**config.mk**
```make
export PLATFORM = sky130hd
export DESIGN_NAME = baud_gen_frac
export DESIGN_NICKNAME = d
export VERILOG_FILES = /design/src/rtl/baud_gen_frac.sv
export SDC_FILE = /design/constraint.sdc
export NUM_CORES = 1
export LEC_CHECK = 0
export CAP_MARGIN = 20
export CORE_UTILIZATION = 30
export CTS_BUF_LIST = sky130_fd_sc_hd__clkbuf_8
export CTS_CLUSTER_DIAMETER = 60
export DETAILED_ROUTE_END_ITERATION = 6
export PLACE_DENSITY = 0.56
export SLEW_MARGIN = 40
export SYNTH_ARGS = -nofsm -noshare
export SYNTH_HDL_FRONTEND = slang
export SYNTH_SLANG_ARGS = --single-unit
```
**constraint.sdc**
```tcl
create_clock -name clk -period 3.7 [get_ports clk]
set_clock_uncertainty 0.05 [all_clocks]
set_input_delay 0.37 -clock clk [delete_from_list [all_inputs] [get_ports clk]]
set_output_delay 0.37 -clock clk [all_outputs]
set_load 0.02 [all_outputs]
```
**src/rtl/baud_gen_frac.sv**
```systemverilog
// Fractional baud-rate generator: oversample, mid-bit and bit ticks from a runtime int+frac divisor.
// Define BAUD_PRESET_EN to add the sel/preset_load preset table.
module baud_gen_frac #(
    parameter int unsigned     DIV_W    = 16,
    parameter int unsigned     FRAC_W   = 4,
    parameter int unsigned     OVS      = 16,
    parameter int unsigned     DEF_INT  = 54,
    parameter int unsigned     DEF_FRAC = 4,
    parameter longint unsigned CLK_HZ   = 100000000
) (
    input  logic              clk,
    input  logic              rst,
    input  logic              en,
    input  logic [DIV_W-1:0]  div_int,
    input  logic [FRAC_W-1:0] div_frac,
    input  logic              div_load,
`ifdef BAUD_PRESET_EN
    input  logic [1:0]        sel,
    input  logic              preset_load,
`endif
    output logic              os_tick,
    output logic              mid_tick,
    output logic              bit_tick,
    output logic              div_pend,
    output logic              cfg_err
);

    localparam int unsigned      OS_W    = $clog2(OVS);
    localparam logic [OS_W-1:0]  OS_LAST = OS_W'(OVS - 1);
    localparam logic [OS_W-1:0]  OS_MID  = OS_W'(OVS / 2 - 1);
    localparam logic [OS_W-1:0]  OS_ONE  = OS_W'(1);
    localparam logic [DIV_W-1:0] INT_ONE = DIV_W'(1);
    localparam logic [DIV_W-1:0] INT_MIN = DIV_W'(2);
    localparam logic [DIV_W-1:0] INT_MAX = {DIV_W{1'b1}};

    if (OVS < 4 || (OVS % 2) != 0 || CLK_HZ == 0) begin : g_param_err
        $error("baud_gen_frac: OVS must be even and >= 4, CLK_HZ nonzero");
    end

    logic [DIV_W-1:0]  act_int_q, act_int_d, sh_int_q, sh_int_d, cnt_q, cnt_d;
    logic [FRAC_W-1:0] act_frac_q, act_frac_d, sh_frac_q, sh_frac_d, acc_q, acc_d;
    logic [OS_W-1:0]   os_cnt_q, os_cnt_d;
    logic              pend_q, pend_d, err_q, err_d;
    logic              os_q, os_d, mid_q, mid_d, bit_q, bit_d;

    logic              ld;
    logic [DIV_W-1:0]  ld_int;
    logic [FRAC_W-1:0] ld_frac;
    logic [FRAC_W:0]   acc_sum;
    logic              cnt_zero, bit_end, apply;

`ifdef BAUD_PRESET_EN
    // int = floor(CLK_HZ/(OVS*baud)); frac = remainder rounded to 1/2^FRAC_W.
    function automatic logic [DIV_W+FRAC_W-1:0] preset_div(input longint unsigned baud);
        longint unsigned den, q, r, f;
        den = 64'(OVS) * baud;
        q   = CLK_HZ / den;
        r   = CLK_HZ % den;
        f   = ((r << (FRAC_W + 1)) + den) / (den << 1);
        if (f >= (64'd1 << FRAC_W)) begin
            q = q + 1;
            f = 0;
        end
        return {q[DIV_W-1:0], f[FRAC_W-1:0]};
    endfunction

    localparam logic [DIV_W+FRAC_W-1:0] PRE_9600   = preset_div(64'd9600);
    localparam logic [DIV_W+FRAC_W-1:0] PRE_19200  = preset_div(64'd19200);
    localparam logic [DIV_W+FRAC_W-1:0] PRE_57600  = preset_div(64'd57600);
    localparam logic [DIV_W+FRAC_W-1:0] PRE_115200 = preset_div(64'd115200);

    logic [DIV_W+FRAC_W-1:0] pre_div;

    always_comb begin
        case (sel)
            2'b00:   pre_div = PRE_9600;
            2'b01:   pre_div = PRE_19200;
            2'b10:   pre_div = PRE_57600;
            default: pre_div = PRE_115200;
        endcase
    end
`endif

    always_comb begin
        ld      = div_load;
        ld_int  = div_int;
        ld_frac = div_frac;
`ifdef BAUD_PRESET_EN
        if (!div_load && preset_load) begin
            ld                = 1'b1;
            {ld_int, ld_frac} = pre_div;
        end
`endif
    end

    always_comb begin
        acc_sum  = {1'b0, acc_q} + {1'b0, act_frac_q};
        cnt_zero = (cnt_q == '0);
        bit_end  = en && cnt_zero && (os_cnt_q == OS_LAST);
        apply    = pend_q && (!en || bit_end);

        act_int_d  = apply ? sh_int_q : act_int_q;
        act_frac_d = apply ? sh_frac_q : act_frac_q;

        cnt_d    = cnt_q;
        acc_d    = acc_q;
        os_cnt_d = os_cnt_q;
        os_d     = 1'b0;
        mid_d    = 1'b0;
        bit_d    = 1'b0;

        if (!en) begin
            cnt_d    = act_int_d - INT_ONE;
            acc_d    = '0;
            os_cnt_d = '0;
        end else if (cnt_zero) begin
            os_d     = 1'b1;
            mid_d    = (os_cnt_q == OS_MID);
            bit_d    = bit_end;
            os_cnt_d = bit_end ? '0 : os_cnt_q + OS_ONE;
            if (apply) begin
                acc_d = '0;
                cnt_d = sh_int_q - INT_ONE;
            end else begin
                acc_d = acc_sum[FRAC_W-1:0];
                // A carry stretches the period by one clock unless that would overflow DIV_W.
                cnt_d = (acc_sum[FRAC_W] && act_int_q != INT_MAX) ? act_int_q
                                                                  : act_int_q - INT_ONE;
            end
        end else begin
            cnt_d = cnt_q - INT_ONE;
        end

        // A load on the apply edge lands in the shadow and stays pending.
        sh_int_d  = sh_int_q;
        sh_frac_d = sh_frac_q;
        pend_d    = pend_q && !apply;
        err_d     = err_q;
        if (ld) begin
            sh_int_d  = (ld_int < INT_MIN) ? INT_MIN : ld_int;
            sh_frac_d = ld_frac;
            pend_d    = 1'b1;
            err_d     = (ld_int < INT_MIN);
        end
    end

    always_ff @(posedge clk or posedge rst) begin
        if (rst) begin
            act_int_q  <= DIV_W'(DEF_INT);
            act_frac_q <= FRAC_W'(DEF_FRAC);
            sh_int_q   <= DIV_W'(DEF_INT);
            sh_frac_q  <= FRAC_W'(DEF_FRAC);
            cnt_q      <= DIV_W'(DEF_INT - 1);
            acc_q      <= '0;
            os_cnt_q   <= '0;
            pend_q     <= 1'b0;
            err_q      <= 1'b0;
            os_q       <= 1'b0;
            mid_q      <= 1'b0;
            bit_q      <= 1'b0;
        end else begin
            act_int_q  <= act_int_d;
            act_frac_q <= act_frac_d;
            sh_int_q   <= sh_int_d;
            sh_frac_q  <= sh_frac_d;
            cnt_q      <= cnt_d;
            acc_q      <= acc_d;
            os_cnt_q   <= os_cnt_d;
            pend_q     <= pend_d;
            err_q      <= err_d;
            os_q       <= os_d;
            mid_q      <= mid_d;
            bit_q      <= bit_d;
        end
    end

    assign os_tick  = os_q;
    assign mid_tick = mid_q;
    assign bit_tick = bit_q;
    assign div_pend = pend_q;
    assign cfg_err  = err_q;

endmodule

```
# Yosys cells after proc, flatten, opt, wreduce, memory -nomap -nowiden
# Index checks and enable logic that the tools add are counted.
# W data, S select, Z words.
word_totals:
  word_cells: 51
  out_inout_bits: 5
  regBits: 69
  in_bits: 24
op_classes:
  reduce_logical: 9
  n_lt_le_gt_ge: 1
  n_eq_ne: 4
  n_addsub: 6
  muxes: 19
op_table:
  columns: ["operator", "count"]
  rows:
  - ["$mux W16", 6]
  - ["$sub A16 B1 Y16 const B", 4]
  - ["$mux W4", 6]
  - ["$logic_not A16 Y1", 1]
  - ["$lt A16 B2 Y1 const B", 1]
  - ["$ne A16 B16 Y1 const B", 1]
  - ["$mux W1", 7]
  - ["$add A4 B4 Y5", 1]
  - ["$logic_and A1 B1 Y1", 5]
  - ["$add A4 B1 Y4 const B", 1]
  - ["$eq A4 B3 Y1 const B", 1]
  - ["$eq A4 B4 Y1 const B", 1]
  - ["$logic_not A1 Y1", 2]
  - ["$ne A2 B1 Y1 const B", 1]
  - ["$logic_or A1 B1 Y1", 1]

# Depth between registers and ports, before layout
# Gate-level depths: netlist of run 1.
depth:
  depth_word: 8
  depth_mapped: 11
  mapped_depth_nobuf: 8

# Worst setup path before layout of run 1
# No wires, ideal clock.
synth_path:
  kind: "register -> register"
  startpoint: "reg act_frac_q[0]"
  endpoint: "reg cnt_q[6]"
  path_buffers: 1
  synth_period_minus_slack_ns: 2.279
  arrival_ns: 2.098
  setup_ns: 0.131
  t_required_ns: 3.519
  setup_slack_ns: 1.421
  path_stages_with_launch: 10
  path_cell_list: "dfrtp_1 > ha_1 > fa_1 > a21o_1 > a21oi_1 > clkbuf_1 > o211ai_1 > xnor2_1 > o2111ai_1 > o21ai_1"
synth_between:
  elab_chain_len: 6
synth_lines:
  columns: ["element", "line_no", "source"]
  rows:
  - ["start, declared", "41", "logic [FRAC_W-1:0] act_frac_q, act_frac_d, sh_frac_q, sh_frac_d, acc_q, acc_d;"]
  - ["start signal, assigned", "150", "act_frac_q <= FRAC_W'(DEF_FRAC);"]
  - ["start signal, assigned", "163", "act_frac_q <= act_frac_d;"]
  - ["$add A4 B4 Y5", "97", "acc_sum = {1'b0, acc_q} + {1'b0, act_frac_q};"]
  - ["$logic_and A1 B1 Y1", "127", "cnt_d = (acc_sum[FRAC_W] && act_int_q != INT_MAX) ? act_int_q"]
  - ["$mux W16", "127", null]
  - ["$mux W16", "121", "if (apply) begin"]
  - ["$mux W16", "116", "end else if (cnt_zero) begin"]
  - ["$mux W16", "112", "if (!en) begin"]
  - ["net cnt_d[6]", "40", "logic [DIV_W-1:0] act_int_q, act_int_d, sh_int_q, sh_int_d, cnt_q, cnt_d;"]
  - ["end signal, assigned", "153", "cnt_q <= DIV_W'(DEF_INT - 1);"]
  - ["end signal, assigned", "166", "cnt_q <= cnt_d;"]
  - ["end, declared", "40", null]
# The timed path passes the listed nets, and every way through them passes these cells.
# A chain may end at the register's enable or synchronous reset.

# Final worst setup path of run 1
layout_path:
  startpoint: "reg cnt_q[1]"
  endpoint: "reg cnt_q[14]"
layout_between:
  elab_chain_len: 8
layout_lines:
  columns: ["element", "line_no", "source"]
  rows:
  - ["$logic_not A16 Y1", "98", "cnt_zero = (cnt_q == '0);"]
  - ["$logic_and A1 B1 Y1 (2 in series)", "99", "bit_end = en && cnt_zero && (os_cnt_q == OS_LAST);"]
  - ["$logic_or A1 B1 Y1", "100", "apply = pend_q && (!en || bit_end);"]
  - ["$logic_and A1 B1 Y1", "100", null]
  - ["$mux W16 (on tied branches)", "102, 121", null]
  - ["$sub A16 B1 Y16 / $mux W16 (equally long branches)", "113, 116", null]
  - ["$mux W16 *", "112", null]
  - ["net cnt_d[14]", "40", null]
# The timed path passes the listed nets; every way through them passes the cells marked *.

==> out/summary.txt, run 1 <==
Die ar.: 15400 um2
max_cap viols: 0
Vias: 3746
Synth area leader: dfrtp_1
Ys Warns: 0
post-synthesis mux area share: 5.57%
footprint of the multi-input gates: 2530 um2
Final WS setup: 0.762 ns
main combinational cell family by area after synthesis: simple AND/OR/NAND/NOR gates
TritonCTS clock tree: built
nets@finish: 562
dpl ws: 0.793 ns
worst slew pin tran: 0.670 ns
maximum vdd ir drop: 255 uV
Vias/cell: 5.23
H-Tree Depth: 3
Buffers on Ports: 28
DR DRC count: 0
setup violators final: 0
Clk pin slew, worst setup/hold paths: 0.08 ns
largest net degree at the start of global routing: 39
wire length per cell: 16.6 um
number of core rows: 44
vias in the first global route: 3678
Fillers: 1546
Overall Global Routing Usage: 17.1%
final hold vios: 0
Worst slew margin: 55.2%
post-synthesis xor/xnor area fraction: 10.6%
Max clock buf depth: 2
Synth Register Bits: 69
Gate Count Post-Synth: 505
compound-cell area share of the yosys netlist: 13.7%
CTS sink count: 69
Post-Synth Adder-Cell Area: 3.25%
first drt pass iteration count: 5
fin util: 35.6%
Mapped Nets: 540
Pwr per Cell Area: 422 nW/um2
count leader, synth: nand2_1
Post-Synth Simple-Gate Area: 23.6%
number of synthesized flops with an enable pin: 0
final WL: 11.9 mm
layout cells sized above 1: 13.5%
TritonCTS Buffers: 9
first-pass GRT wire length: 19.7 mm
Fmax achieved: 0.340 GHz
Total Power: 0.00218 W
Final Max Tran Viols: 0
IO Pins: 29
CP arrival: 3.17 ns
total congestion overflow: 0
Die Ht: 124 um
setup_tns: 0 ns
initial core utilization: 30.7%
DP Area: 4960 um2
fin area: 5170 um2
DPL Wire Length: 9.00 mm
clk_lat worst skew: 0.37 ns
Mapped Area: 4470 um2
sequential area share after synthesis: 39.0%
crit path launch type: register
Iter 0 DRT Violations: 371
Crit Path Class: reg -> reg
critical path peak fanout: 38
Netlist cell types: 64
Routed Antenna Nets: 0
Crit path required time: 3.94 ns
Final period util: 79.4%
CTS Hold Bufs: 0
status: finished, final reports clean
Async SR Flop Fraction: 100%
Pleak: 2.13 nW
flop2flop setup slack: 0.76 ns
RSZ-0062 raised after global routing: no
post_cts resized: 0
core area: 14500 um2
ant diodes: 0
clk root buf: clkbuf_8
Tmin final: 2.94 ns
list of most frequent post-synthesis cells: 91 x nand2_1, 55 x dfrtp_1, 31 x xnor2_1
initial antenna violation count: 0
Area contributors post-synth: dfrtp_1 31%, dfstp_2 8.2%, nand2_1 7.6%, xnor2_1 6.1%, xor2_1 4.1%
hold crit path type: in -> async
routability cong.: 0.889
prevailing post-synth register cell: dfrtp_1
Yosys top cell area share: 30.8%
syn_area_per_cell: 8.85 um2
Die X: 124 um
# Post-CTS Setup Buffers: 0
critical path capture point type: register
Layout area overhead: 15.7%
register area: 1740 um2
==> metal layers <==
metal / vias to the layer above / wire, um / track usage [%]
met5: - / 0 / 0
met4: 0 / 338 / 7.96
met3: 29 / 498 / 3.34
met2: 96 / 5360 / 26.3
met1: 1801 / 5700 / 22.9
li1: 1820 / - / -
==> worst paths after layout <==
path                              startpoint             to  depth (start not counted)
max in group asynchronous                rst  act_frac_q[2]                          3
min in group clk                sh_frac_q[2]  act_frac_q[2]                          2
worst min register to register  sh_frac_q[2]  act_frac_q[2]                          2
worst max-delay path                cnt_q[1]      cnt_q[14]                          9
worst min-delay path                     rst   act_int_q[0]                          2
worst max register to register      cnt_q[1]      cnt_q[14]                          9
==> sequential cells by signal, indices dropped and copies added (netlist names) <==
signal	count
os_cnt_q	4
sh_int_q	16
div_pend	1
act_int_q	16
mid_tick	1
acc_q	4
cnt_q	16
os_tick	1
act_frac_q	4
sh_frac_q	4
bit_tick	1
cfg_err	1
==> area by class of cell <==
class / count / area share [%]
Multi-Input combinational cell: 391 / 49.0
Timing Repair Buffer: 42 / 7.70
Inverter: 14 / 1.02
Tap cell: 184 / 4.46
Sequential cell: 69 / 33.8
Clock buffer: 12 / 3.20
Clock inverter: 4 / 0.896
==> critical path, cell delays in order (launching register included) <==
cell and delay [ns]:
dfrtp_1 0.39, inv_1 0.11, ha_1 0.21, nor4b_1 0.42, nand4_1 0.45, o21ai_2 0.31
buf_12 0.24, mux2i_1 0.30, a221oi_1 0.13, a211oi_1 0.22
==> report_power, final <==
| part | internal, W | switching [W] |
|---|---|---|
| clock network | 0.000363 | 0.000305 |
| registers | 0.000868 | 0.000152 |
| logic | 0.000227 | 0.000263 |
| total | 0.00146 | 0.000721 |
==> layout by cell type, fill, tap and decap left out, types with 4 or more instances in the layout <==
master / count
a211oi_1: 5
a21oi_1: 17
a31oi_1: 4
and3_1: 4
buf_4: 13
clkbuf_8: 12
clkdlybuf4s50_1: 28
dfrtp_1: 55
dfstp_2: 14
ha_1: 10
inv_1: 13
mux2_2: 15
mux2i_1: 8
nand2_1: 91
nand3_1: 20
nand4_1: 11
nor2_1: 30
nor3_1: 17
nor4_1: 8
o211ai_1: 4
o21ai_0: 28
or3_1: 7
xnor2_1: 31
xor2_1: 21
==> cell families (layout without fill, tap and decap cells) <==
kind of cell | after synthesis | count (layout)
AOI/OAI and AO/OA | 94 | 94
xor gates and xnor gates | 53 | 53
adders and majority gates | 11 | 11
buffers and inverters | 45 | 72
DFF | 69 | 69
muxes | 23 | 23
and+or+nand+nor | 210 | 210
==> stage by stage <==
step | hold slack [ns] | std cells
floorplan | 0.382 | 505
global placement | 0.405 | 700
detailed placement | 0.405 | 700
CTS | 0.402 | 716
global route | 0.427 | 716
finish | 0.370 | 716
Note: power is estimated with default switching activity, not from simulation.
==> inputs of run 2 (changes only) <==
- PLACE_DENSITY: 0.56 -> 0.58
- clock period: 3.7 -> 2.6 ns (I/O delays scaled with it)
==> run 2 against run 1 <==
  * Wire length fell by 1.5%
  * Sequential share of layout area shrank 0.66 points
  * Die area did not move
  * Utilization up 0.71 points
  * Cell count rose by 1.7%
  * Register-to-register slack lost 0.65 ns
  * Critical endpoint is now cnt_q[10]
  * Largest power group unchanged
==> out/summary.txt, run 2 (synthesis results as in run 1) <==
status: finished, final reports clean
Buffers on Ports: 28
clk root buf: clkbuf_8
Die Ht: 124 um
layout cells sized above 1: 15.6%
# Post-CTS Setup Buffers: 0
Vias/cell: 5.21
Final Max Tran Viols: 0
crit path launch type: register
Final period util: 95.6%
dpl ws: 0.111 ns
biggest regs: act_int_q: 16 flops, cnt_q: 16 flops, sh_int_q: 16 flops
critical path peak fanout: 12
number of core rows: 44
setup violators final: 0
nets@finish: 574
Die ar.: 15400 um2
maximum vdd ir drop: 301 uV
total congestion overflow: 0
setup_tns: 0 ns
Die X: 124 um
Iter 0 DRT Violations: 416
core area: 14500 um2
H-Tree Depth: 3
Layout area overhead: 18.0%
fin area: 5270 um2
CTS Hold Bufs: 0
commonest non-fill, non-tap cell in the layout: nand2_1
Crit Path Class: reg -> reg
clk_lat worst skew: 0.37 ns
Max clock buf depth: 2
Routed Antenna Nets: 0
IO Pins: 29
largest net degree at the start of global routing: 70
critical path capture point type: register
flop2flop setup slack: 0.12 ns
commonest non-fill, non-tap cells in the layout: 91 x nand2_1, 55 x dfrtp_1, 31 x xnor2_1, 30 x nor2_1
Pleak: 2.20 nW
DPL Wire Length: 8.81 mm
CP arrival: 2.74 ns
post_cts resized: 0
initial core utilization: 30.7%
final WL: 11.7 mm
ant diodes: 0
CTS sink count: 69
routability cong.: 0.979
Worst slew margin: 59.6%
fin util: 36.3%
TritonCTS clock tree: built
Fillers: 1516
vias in the first global route: 3652
Clk pin slew, worst setup/hold paths: 0.08 ns
Overall Global Routing Usage: 16.7%
TritonCTS Buffers: 9
Crit path required time: 2.85 ns
hold crit path type: in -> async
Pwr per Cell Area: 585 nW/um2
final hold vios: 0
RSZ-0062 raised after global routing: no
first-pass GRT wire length: 19.1 mm
max_cap viols: 0
worst slew pin tran: 0.598 ns
DR DRC count: 0
first drt pass iteration count: 6
DP Area: 5060 um2
Vias: 3793
initial antenna violation count: 0
wire length per cell: 16.1 um
Final WS setup: 0.115 ns
Fmax achieved: 0.402 GHz
Tmin final: 2.48 ns
[run 2: path summary, 6_finish.rpt]
kind	start	endpoint	cells past startpoint
worst max-delay path	act_frac_q[0]	cnt_q[10]	9
worst min-delay path	rst	act_int_q[0]	3
worst max register to register	act_frac_q[0]	cnt_q[10]	9
worst min register to register	act_frac_q[2]	act_frac_q[2]	2
max in group asynchronous	rst	sh_int_q[2]	3
min in group clk	div_int[1]	sh_int_q[1]	3
[run 2: metrics by stage]
stage | std cells | hold slack, ns | total power [W]
after floorplan | 505 | 0.304 | 0.00193
after global placement | 712 | 0.398 | 0.00217
after detailed placement | 712 | 0.399 | 0.00218
after CTS | 728 | 0.245 | 0.00311
after global routing | 728 | 0.272 | 0.00326
final | 728 | 0.212 | 0.00309
[run 2: layout make-up]
cell class	instances	area, um2	share of cell area, %
multi-input combinational	391	2540	48.2
timing repair buffer	54	500	9.49
sequential	69	1740	33.1
inverter	14	52.6	0.997
clock inverter	5	51.3	0.973
tap	184	230	4.37
clock buffer	11	151	2.87
[run 2: layer usage]
| metal | global-route usage [%] | vias up | wire, um |
|---|---|---|---|
| li1 | - | 1844 | - |
| met1 | 22.7 | 1800 | 5570 |
| met2 | 25.5 | 122 | 5230 |
| met3 | 3.57 | 27 | 634 |
| met4 | 6.92 | 0 | 274 |
| met5 | 0 | - | 0 |
[run 2: report_power, final]
part	total, W	switching (W)	internal [W]
Sequential	0.00145	0.000214	0.00123
Combinational	0.000724	0.000381	0.000344
Clock	0.000912	0.000423	0.000489
Total	0.00309	0.00102	0.00207
[run 2: worst max-delay path: stages (launching register included)]
cell      delay, ns
dfrtp_1        0.40
ha_1           0.24
fa_1           0.41
a21o_1         0.17
a21oi_1        0.13
buf_4          0.19
o211ai_1       0.15
or3_1          0.36
xor2_1         0.15
a21oi_1        0.16
